==> src/rtl/multichannel_updowncounter_pkg.sv <==
// -----------------------------------------------------------------------------
// updowncounter_pkg
// Shared definitions for the multi-channel up/down counter:
//   op_e    - command opcode encoding carried on cmd_op
//   chan_w  - width of a channel-select field for a given channel count
// -----------------------------------------------------------------------------
package updowncounter_pkg;

   typedef enum logic [1:0] {
      OP_UP          = 2'b00,
      OP_DOWN        = 2'b01,
      OP_LOAD        = 2'b10,
      OP_CLEAR_FLAGS = 2'b11
   } op_e;

   // A single channel still gets a one-bit select so the ports never collapse
   // to zero width.
   function automatic int chan_w(input int n);
      return (n <= 1) ? 1 : $clog2(n);
   endfunction

endpackage

==> src/rtl/multichannel_updowncounter_if.sv <==
// -----------------------------------------------------------------------------
// multichannel_updowncounter_if
// Command handshake bundle between the instruction decoder (master) and the
// counter block (slave).
//   cmd_valid  master->slave  command present
//   cmd_ready  slave->master  block accepts commands
//   cmd_op     master->slave  opcode (updowncounter_pkg::op_e encoding)
//   cmd_chan   master->slave  target channel
//   cmd_data   master->slave  load value, low bits are the UP/DOWN step
// -----------------------------------------------------------------------------
interface multichannel_updowncounter_if #(
   parameter int WIDTH  = 32,
   parameter int CHAN_W = 2
) ();

   logic              cmd_valid;
   logic              cmd_ready;
   logic [1:0]        cmd_op;
   logic [CHAN_W-1:0] cmd_chan;
   logic [WIDTH-1:0]  cmd_data;

   modport master (
      output cmd_valid,
      output cmd_op,
      output cmd_chan,
      output cmd_data,
      input  cmd_ready
   );

   modport slave (
      input  cmd_valid,
      input  cmd_op,
      input  cmd_chan,
      input  cmd_data,
      output cmd_ready
   );

endinterface

==> src/rtl/multichannel_updowncounter_lane.sv <==
// -----------------------------------------------------------------------------
// updowncounter_lane
// One counter channel: count register, wrap/saturate arithmetic and the two
// sticky flags.
//   clock, reset_n  clock and asynchronous active-low reset
//   en              apply op this edge (command accepted for this lane)
//   op              operation to apply
//   step            UP/DOWN increment, zero-extended to the counter width
//   load_data       LOAD value
//   count           current counter value
//   ovf, unf        sticky overflow / underflow flags
//   evt             combinational: op would change count or over/underflow
// -----------------------------------------------------------------------------
module updowncounter_lane
   import updowncounter_pkg::*;
#(
   parameter int               WIDTH       = 32,
   parameter int               STEP_WIDTH  = 8,
   parameter bit               SATURATE    = 1'b0,
   parameter logic [WIDTH-1:0] RESET_VALUE = '0
) (
   input  logic                  clock,
   input  logic                  reset_n,
   input  logic                  en,
   input  op_e                   op,
   input  logic [STEP_WIDTH-1:0] step,
   input  logic [WIDTH-1:0]      load_data,
   output logic [WIDTH-1:0]      count,
   output logic                  ovf,
   output logic                  unf,
   output logic                  evt
);

   localparam int PAD = WIDTH + 1 - STEP_WIDTH;

   logic [WIDTH:0]   step_x;
   logic [WIDTH:0]   sum;
   logic [WIDTH:0]   diff;
   logic [WIDTH-1:0] count_nxt;
   logic             ovf_nxt;
   logic             unf_nxt;

   // Carry/borrow land in bit WIDTH of the extended result.
   function automatic logic [WIDTH-1:0] fit_up(input logic [WIDTH:0] s);
      if (SATURATE && s[WIDTH]) return '1;
      return s[WIDTH-1:0];
   endfunction

   function automatic logic [WIDTH-1:0] fit_down(input logic [WIDTH:0] d);
      if (SATURATE && d[WIDTH]) return '0;
      return d[WIDTH-1:0];
   endfunction

   assign step_x = {{PAD{1'b0}}, step};
   assign sum    = {1'b0, count} + step_x;
   assign diff   = {1'b0, count} - step_x;

   always_comb begin
      count_nxt = count;
      ovf_nxt   = ovf;
      unf_nxt   = unf;
      evt       = 1'b0;
      case (op)
         OP_UP: begin
            count_nxt = fit_up(sum);
            ovf_nxt   = ovf | sum[WIDTH];
            // A clamped counter still reports the overflow it absorbed.
            evt       = sum[WIDTH] | (count_nxt != count);
         end
         OP_DOWN: begin
            count_nxt = fit_down(diff);
            unf_nxt   = unf | diff[WIDTH];
            evt       = diff[WIDTH] | (count_nxt != count);
         end
         OP_LOAD: begin
            count_nxt = load_data;
            evt       = (load_data != count);
         end
         OP_CLEAR_FLAGS: begin
            ovf_nxt = 1'b0;
            unf_nxt = 1'b0;
         end
         default: ;
      endcase
   end

   // --- stage p1: lane state register ---
   always_ff @(posedge clock or negedge reset_n) begin
      if (!reset_n) begin
         count <= RESET_VALUE;
         ovf   <= 1'b0;
         unf   <= 1'b0;
      end else if (en) begin
         count <= count_nxt;
         ovf   <= ovf_nxt;
         unf   <= unf_nxt;
      end
   end

endmodule

==> src/rtl/multichannel_updowncounter.sv <==
// -----------------------------------------------------------------------------
// multichannel_updowncounter
// CHANNELS independent WIDTH-bit up/down counters, one channel updated per
// accepted command, with sticky overflow/underflow flags, an event pulse and a
// registered readback port.
//   clock, reset_n  clock and asynchronous active-low reset
//   cmd             command handshake (slave side)
//   value           packed live counters, channel 0 in the LSBs
//   ovf_flag        sticky overflow per channel
//   unf_flag        sticky underflow per channel
//   evt_valid       one-cycle pulse: a counter changed or wrapped/clamped
//   evt_chan        channel of the last event
//   cmd_err         one-cycle pulse: accepted command addressed a missing channel
//   rd_chan         readback select
//   rd_value        registered readback (pre-update value on same-cycle write)
// -----------------------------------------------------------------------------
module multichannel_updowncounter
   import updowncounter_pkg::*;
#(
   parameter int               WIDTH       = 32,
   parameter int               CHANNELS    = 4,
   parameter int               STEP_WIDTH  = 8,
   parameter int               SATURATE    = 0,
   parameter logic [WIDTH-1:0] RESET_VALUE = '0,
   localparam int              CHAN_W      = chan_w(CHANNELS)
) (
   input  logic                        clock,
   input  logic                        reset_n,
   multichannel_updowncounter_if.slave cmd,
   output logic [CHANNELS*WIDTH-1:0]   value,
   output logic [CHANNELS-1:0]         ovf_flag,
   output logic [CHANNELS-1:0]         unf_flag,
   output logic                        evt_valid,
   output logic [CHAN_W-1:0]           evt_chan,
   output logic                        cmd_err,
   input  logic [CHAN_W-1:0]           rd_chan,
   output logic [WIDTH-1:0]            rd_value
);

   logic                  ready_p1;
   logic                  accept;
   logic                  in_range;
   logic                  evt_sel;
   logic [WIDTH-1:0]      rd_sel;
   op_e                   op;
   logic [CHANNELS-1:0]   lane_en;
   logic [CHANNELS-1:0]   lane_evt;
   logic [WIDTH-1:0]      count_w [CHANNELS];

   assign accept   = cmd.cmd_valid & ready_p1;
   // One extra bit so CHANNELS itself is representable in the compare.
   assign in_range = ({1'b0, cmd.cmd_chan} < (CHAN_W + 1)'(CHANNELS));
   assign op       = op_e'(cmd.cmd_op);
   assign cmd.cmd_ready = ready_p1;

   genvar c;
   generate
      for (c = 0; c < CHANNELS; c++) begin : g_lane
         assign lane_en[c] = accept & (cmd.cmd_chan == CHAN_W'(c));

         updowncounter_lane #(
            .WIDTH       (WIDTH),
            .STEP_WIDTH  (STEP_WIDTH),
            .SATURATE    (SATURATE != 0),
            .RESET_VALUE (RESET_VALUE)
         ) u_lane (
            .clock     (clock),
            .reset_n   (reset_n),
            .en        (lane_en[c]),
            .op        (op),
            .step      (cmd.cmd_data[STEP_WIDTH-1:0]),
            .load_data (cmd.cmd_data),
            .count     (count_w[c]),
            .ovf       (ovf_flag[c]),
            .unf       (unf_flag[c]),
            .evt       (lane_evt[c])
         );

         assign value[c*WIDTH +: WIDTH] = count_w[c];
      end
   endgenerate

   // Out-of-range selects match no lane and fall through to the defaults.
   always_comb begin
      evt_sel = 1'b0;
      rd_sel  = '0;
      for (int i = 0; i < CHANNELS; i++) begin
         if (cmd.cmd_chan == CHAN_W'(i)) evt_sel = lane_evt[i];
         if (rd_chan == CHAN_W'(i))      rd_sel  = count_w[i];
      end
   end

   // --- stage p1: handshake, event, error and readback registers ---
   always_ff @(posedge clock or negedge reset_n) begin
      if (!reset_n) begin
         ready_p1  <= 1'b0;
         evt_valid <= 1'b0;
         evt_chan  <= '0;
         cmd_err   <= 1'b0;
         rd_value  <= '0;
      end else begin
         ready_p1  <= 1'b1;
         evt_valid <= accept & in_range & evt_sel;
         cmd_err   <= accept & ~in_range;
         rd_value  <= rd_sel;
         if (accept & in_range & evt_sel) evt_chan <= cmd.cmd_chan;
      end
   end

endmodule

==> src/flat_wrapper.sv <==
// flat-port wrapper written by rule: the top's interface ports become plain ports
module multichannel_updowncounter_flat import updowncounter_pkg::*;
#(
   parameter int               WIDTH       = 32,
   parameter int               CHANNELS    = 4,
   parameter int               STEP_WIDTH  = 8,
   parameter int               SATURATE    = 0,
   parameter logic [WIDTH-1:0] RESET_VALUE = '0,
   localparam int              CHAN_W      = chan_w(CHANNELS)
)
  (clock, reset_n, value, ovf_flag, unf_flag, evt_valid, evt_chan, cmd_err, rd_chan, rd_value, cmd_cmd_valid, cmd_cmd_op, cmd_cmd_chan, cmd_cmd_data, cmd_cmd_ready);
  multichannel_updowncounter_if #(.WIDTH(WIDTH), .CHAN_W(2)) cmd_i ();
  input  logic clock;
  input  logic reset_n;
  output logic [CHANNELS*WIDTH-1:0] value;
  output logic [CHANNELS-1:0] ovf_flag;
  output logic [CHANNELS-1:0] unf_flag;
  output logic evt_valid;
  output logic [CHAN_W-1:0] evt_chan;
  output logic cmd_err;
  input  logic [CHAN_W-1:0] rd_chan;
  output logic [WIDTH-1:0] rd_value;
  input wire logic [$bits(cmd_i.cmd_valid)-1:0] cmd_cmd_valid;
  input wire logic [$bits(cmd_i.cmd_op)-1:0] cmd_cmd_op;
  input wire logic [$bits(cmd_i.cmd_chan)-1:0] cmd_cmd_chan;
  input wire logic [$bits(cmd_i.cmd_data)-1:0] cmd_cmd_data;
  output wire logic [$bits(cmd_i.cmd_ready)-1:0] cmd_cmd_ready;
  assign cmd_i.cmd_valid = cmd_cmd_valid;
  assign cmd_i.cmd_op = cmd_cmd_op;
  assign cmd_i.cmd_chan = cmd_cmd_chan;
  assign cmd_i.cmd_data = cmd_cmd_data;
  assign cmd_cmd_ready = cmd_i.cmd_ready;
  multichannel_updowncounter #(.WIDTH(WIDTH), .CHANNELS(CHANNELS), .STEP_WIDTH(STEP_WIDTH), .SATURATE(SATURATE), .RESET_VALUE(RESET_VALUE)) u_core (.clock(clock), .reset_n(reset_n), .cmd(cmd_i), .value(value), .ovf_flag(ovf_flag), .unf_flag(unf_flag), .evt_valid(evt_valid), .evt_chan(evt_chan), .cmd_err(cmd_err), .rd_chan(rd_chan), .rd_value(rd_value));
endmodule
==> config.mk <==
export PLATFORM = sky130hd
export DESIGN_NAME = multichannel_updowncounter_flat
export DESIGN_NICKNAME = d
export VERILOG_FILES = /design/src/rtl/multichannel_updowncounter_pkg.sv /design/src/rtl/multichannel_updowncounter_if.sv /design/src/rtl/multichannel_updowncounter_lane.sv /design/src/rtl/multichannel_updowncounter.sv /design/src/flat_wrapper.sv
export SDC_FILE = /design/constraint.sdc
export NUM_CORES = 1
export LEC_CHECK = 0
export BUFFER_PORTS_ARGS = -buffer_cell sky130_fd_sc_hd__clkbuf_2
export CAP_MARGIN = 0
export CORE_AREA = 10 10 211 213
export DETAILED_ROUTE_END_ITERATION = 8
export DIE_AREA = 0 0 221 223
export GPL_TIMING_DRIVEN = 0
export SYNTH_ARGS = -nofsm -noshare
export SYNTH_HDL_FRONTEND = slang
export SYNTH_SLANG_ARGS = --single-unit
==> constraint.sdc <==
create_clock -name clock -period 4.1 [get_ports clock]
set_input_delay 0.41 -clock clock [delete_from_list [all_inputs] [get_ports clock]]
set_output_delay 0.41 -clock clock [all_outputs]
set_load 0.005 [all_outputs]
==> impl_metrics.yaml <==
cells_and_area:
  final_cell_area_sq_mm: 0.02022
  nets: 2631
  drive_above_1_share: 0.1251
  final_core_util: 0.5010
  layout.area.seq_sq_mm: 0.004305
  nFillCells: 4133
  multi_input_area_sq_mm: 0.01249
  areaGrowthSynthToFinish_pct: 12.93
logic_synthesis:
  synth-adder-area-share: 0.05715
  synth_nets: 2425
  yosysUniqueCellTypes: 84
  synth_top_family_by_area: "compound AO/OA/AOI/OAI gates"
  synthArstFlopShare: 1.000
  synth.area.top_cells: "dfrtp_1 (24%), xnor2_1 (6.1%), xor2_1 (5.4%), a21oi_1 (4.8%), ha_1 (4.8%)"
  syn_area_per_cell_sq_um: 7.762
  yosysTopAreaCell: "dfrtp_1"
  yosysWarnings: 0
  syn_area_sq_mm: 0.01791
  synth-seq-cells: 172
  synth-seq-area-share: 0.2404
  synth_compound_area_frac: 0.2254
  yosysMostFrequentCell: "nand2_1"
  synth-simple-area-share: 0.2218
  synth_xor_area_frac: 0.1162
  yosys.area.top_type_share: 0.2404
  synthMuxAreaShare: 0.07141
  yosys-top-cells-count: "nand2_1 (226), clkbuf_1 (217), nor2_1 (180)"
  synthFlopType: "dfrtp_1"
  synth_enable_flop_cells: 0
  syn_inst: 2307
power:
  design_power_total_mw: 8.845
  ir_drop_mv: 0.3408
  p_leak_nw: 8.320
  power.density_mw_per_mm2: 437.4
clock_tree:
  cts_htree_levels: 4
  cts.sinks: 172
  path_clk_slew_ns: 0.08
  cts_tree: "yes"
  cts_inserted_buffers: 17
  clockBufferDepth: 2
  root_buffer: "clkbuf_16"
  insertion_delay_ns: 0.53
grt:
  antenna_found_initial: 5
  grt_first_pass_wirelength_um: 130500
  grt-ovfl-total: 0
  grt_usage: 0.3566
  grt_pass1_vias: 18760
  grt_max_degree: 94
setup_path:
  startpoint_type: "flip-flop"
  critPathKind: "reg2reg"
  path_max_fanout: 10
  crit_required_ns: 4.46
  worstPathArrival_ns: 4.40
  endpoint_kind: "flip-flop"
placement:
  placed_area_sq_mm: 0.01954
  gp_congestion: 1.020
  port_buffers: 186
  dp.final_hpwl_um: 71130
drt:
  drt-pass1-iter-count: 6
  wl_per_cell_um: 29.88
  routed_wl_um: 91490
  drc: 0
  drt_iter0_markers: 2934
  ant_nets: 0
  viasPerCell: 6.606
  vias: 20230
floorplan:
  fp.dieW_um: 221
  core_sq_mm: 0.04037
  die-area_sq_mm: 0.04928
  io_pins: 214
  die_h_um: 223
  start_util: 0.4436
  rows: 74
timing:
  maxSlewHeadroom: 0.05781
  hold_viol_final: 0
  skew_ns: 0.01457
  worst_pin_slew_ns: 1.413
  clock.fmax_ghz: 0.2476
  hold_ws_ns: 0.3290
  slew_violations: 0
  rsz0062_at_grt: "yes"
  post-route-period-util: 0.9850
  period_needed_ns: 4.038
  finalSetupViolCount: 0
worst_hold_path:
  hold_path.class: "in2reg"
flow_run:
  maxCapViolCount: 0
status:
  status: "finished, final reports clean"
==> final timing paths <==
| path | start | end | slack (ns) | cells after the start |
|---|---|---|---|---|
| min | cmd_cmd_chan[1] | u_core.g_lane[0].u_lane.ovf | 0.33 | 3 |
| max | u_core.g_lane[2].u_lane.count[21] | u_core.g_lane[2].u_lane.count[30] | 0.06 | 9 |
| min reg2reg | u_core.g_lane[2].u_lane.ovf | u_core.g_lane[2].u_lane.ovf | 0.54 | 2 |
| max in group asynchronous | reset_n | u_core.g_lane[1].u_lane.count[27] | 2.66 | 3 |
| max reg2reg | u_core.g_lane[2].u_lane.count[21] | u_core.g_lane[2].u_lane.count[30] | 0.06 | 9 |
| min in group asynchronous | reset_n | u_core.g_lane[3].u_lane.count[4] | 0.47 | 2 |
==> worst max-delay path, cell delays in order, from the launching register on <==
cell and delay (ns):
dfrtp_1 0.41, clkbuf_1 0.31, or4_1 0.64, nor4_1 0.78, o2111ai_1 0.51, or3_1 0.57, nor3_1 0.22, xnor2_1 0.15
o221ai_1 0.12, o21bai_1 0.18
==> layout make-up <==
type,count,share of cell area
well taps,532,0.03291
clock buffers,19,0.02240
inverters,67,0.01244
multi-input cells,1826,0.6177
flip-flops and latches,172,0.2129
diodes,4,0.0004950
repair buffers,189,0.04869
clock inverters,13,0.005754
plain buffers,240,0.04671
==> flip-flops by register name, summed over array words and instances, names as in the netlist <==
register	cells
u_core.g_lane.u_lane.count	128
u_core.rd_value	32
u_core.g_lane.u_lane.ovf	4
u_core.g_lane.u_lane.unf	4
u_core.evt_chan	2
u_core.cmd.cmd_ready	1
u_core.evt_valid	1
==> metal layers <==
| metal | vias up | track usage | share of wire |
|---|---|---|---|
| li1 | 8766 | - | - |
| met5 | - | 0 | 0 |
| met2 | 1370 | 0.5227 | 0.43 |
| met3 | 196 | 0.08329 | 0.11 |
| met1 | 9896 | 0.4833 | 0.41 |
| met4 | 0 | 0.1737 | 0.049 |
==> metrics by stage <==
stage	instances	worst slack [ns]	TNS (ns)
finish	3062	0.06164	0
global route	3062	-0.1150	-0.1150
CTS	3059	0.02986	0
detailed placement	3026	-0.8517	-9.209
global placement	3025	-0.8642	-153.55
floorplan	2307	0.6556	0
==> power by group <==
group          total, mW  internal (mW)  switching (mW)  leakage [nW]
clock network       1.76          0.869           0.893         0.276
registers           2.31           1.91           0.397          2.20
logic               4.78           1.78            3.00          5.85
total               8.84           4.56            4.29          8.32
==> cell usage in the layout, fill, tap and decap left out, types with 13 or more instances in the layout <==
master	n
a211oi_1	22
clkbuf_1	215
o21ai_0	100
clkbuf_2	185
or4_1	19
clkbuf_16	17
nand2_1	226
a221oi_1	29
nor3_1	75
or3_1	28
mux4_2	32
nor2_1	180
nand4_1	37
nand2b_1	33
xor2_1	111
nor4_1	40
mux2_2	18
a21oi_1	172
xnor2_1	124
buf_1	13
o21a_1	13
nor2b_1	20
mux2i_1	34
a31oi_1	49
ha_1	69
a21o_1	24
and3_1	27
inv_1	66
nand3_1	75
o31ai_1	28
o22ai_1	39
dfrtp_1	171
==> repair_timing <==
item,4_1_cts,5_1_grt
pin swaps,0,1
resized for setup,5,14
endpoints found under the setup margin,6,13
buffers inserted,0,1
endpoints found under the hold margin,16,0
hold buffers,1,0
==> kinds of logic after synthesis <==
family          count (synthesis)
fa+ha+maj                      77
other cells                     2
buf+inv                       309
mux                            85
flops                         172
compound gates                615
simple gates                  811
xor+xnor                      236
Power figures use the tool's default switching activity.
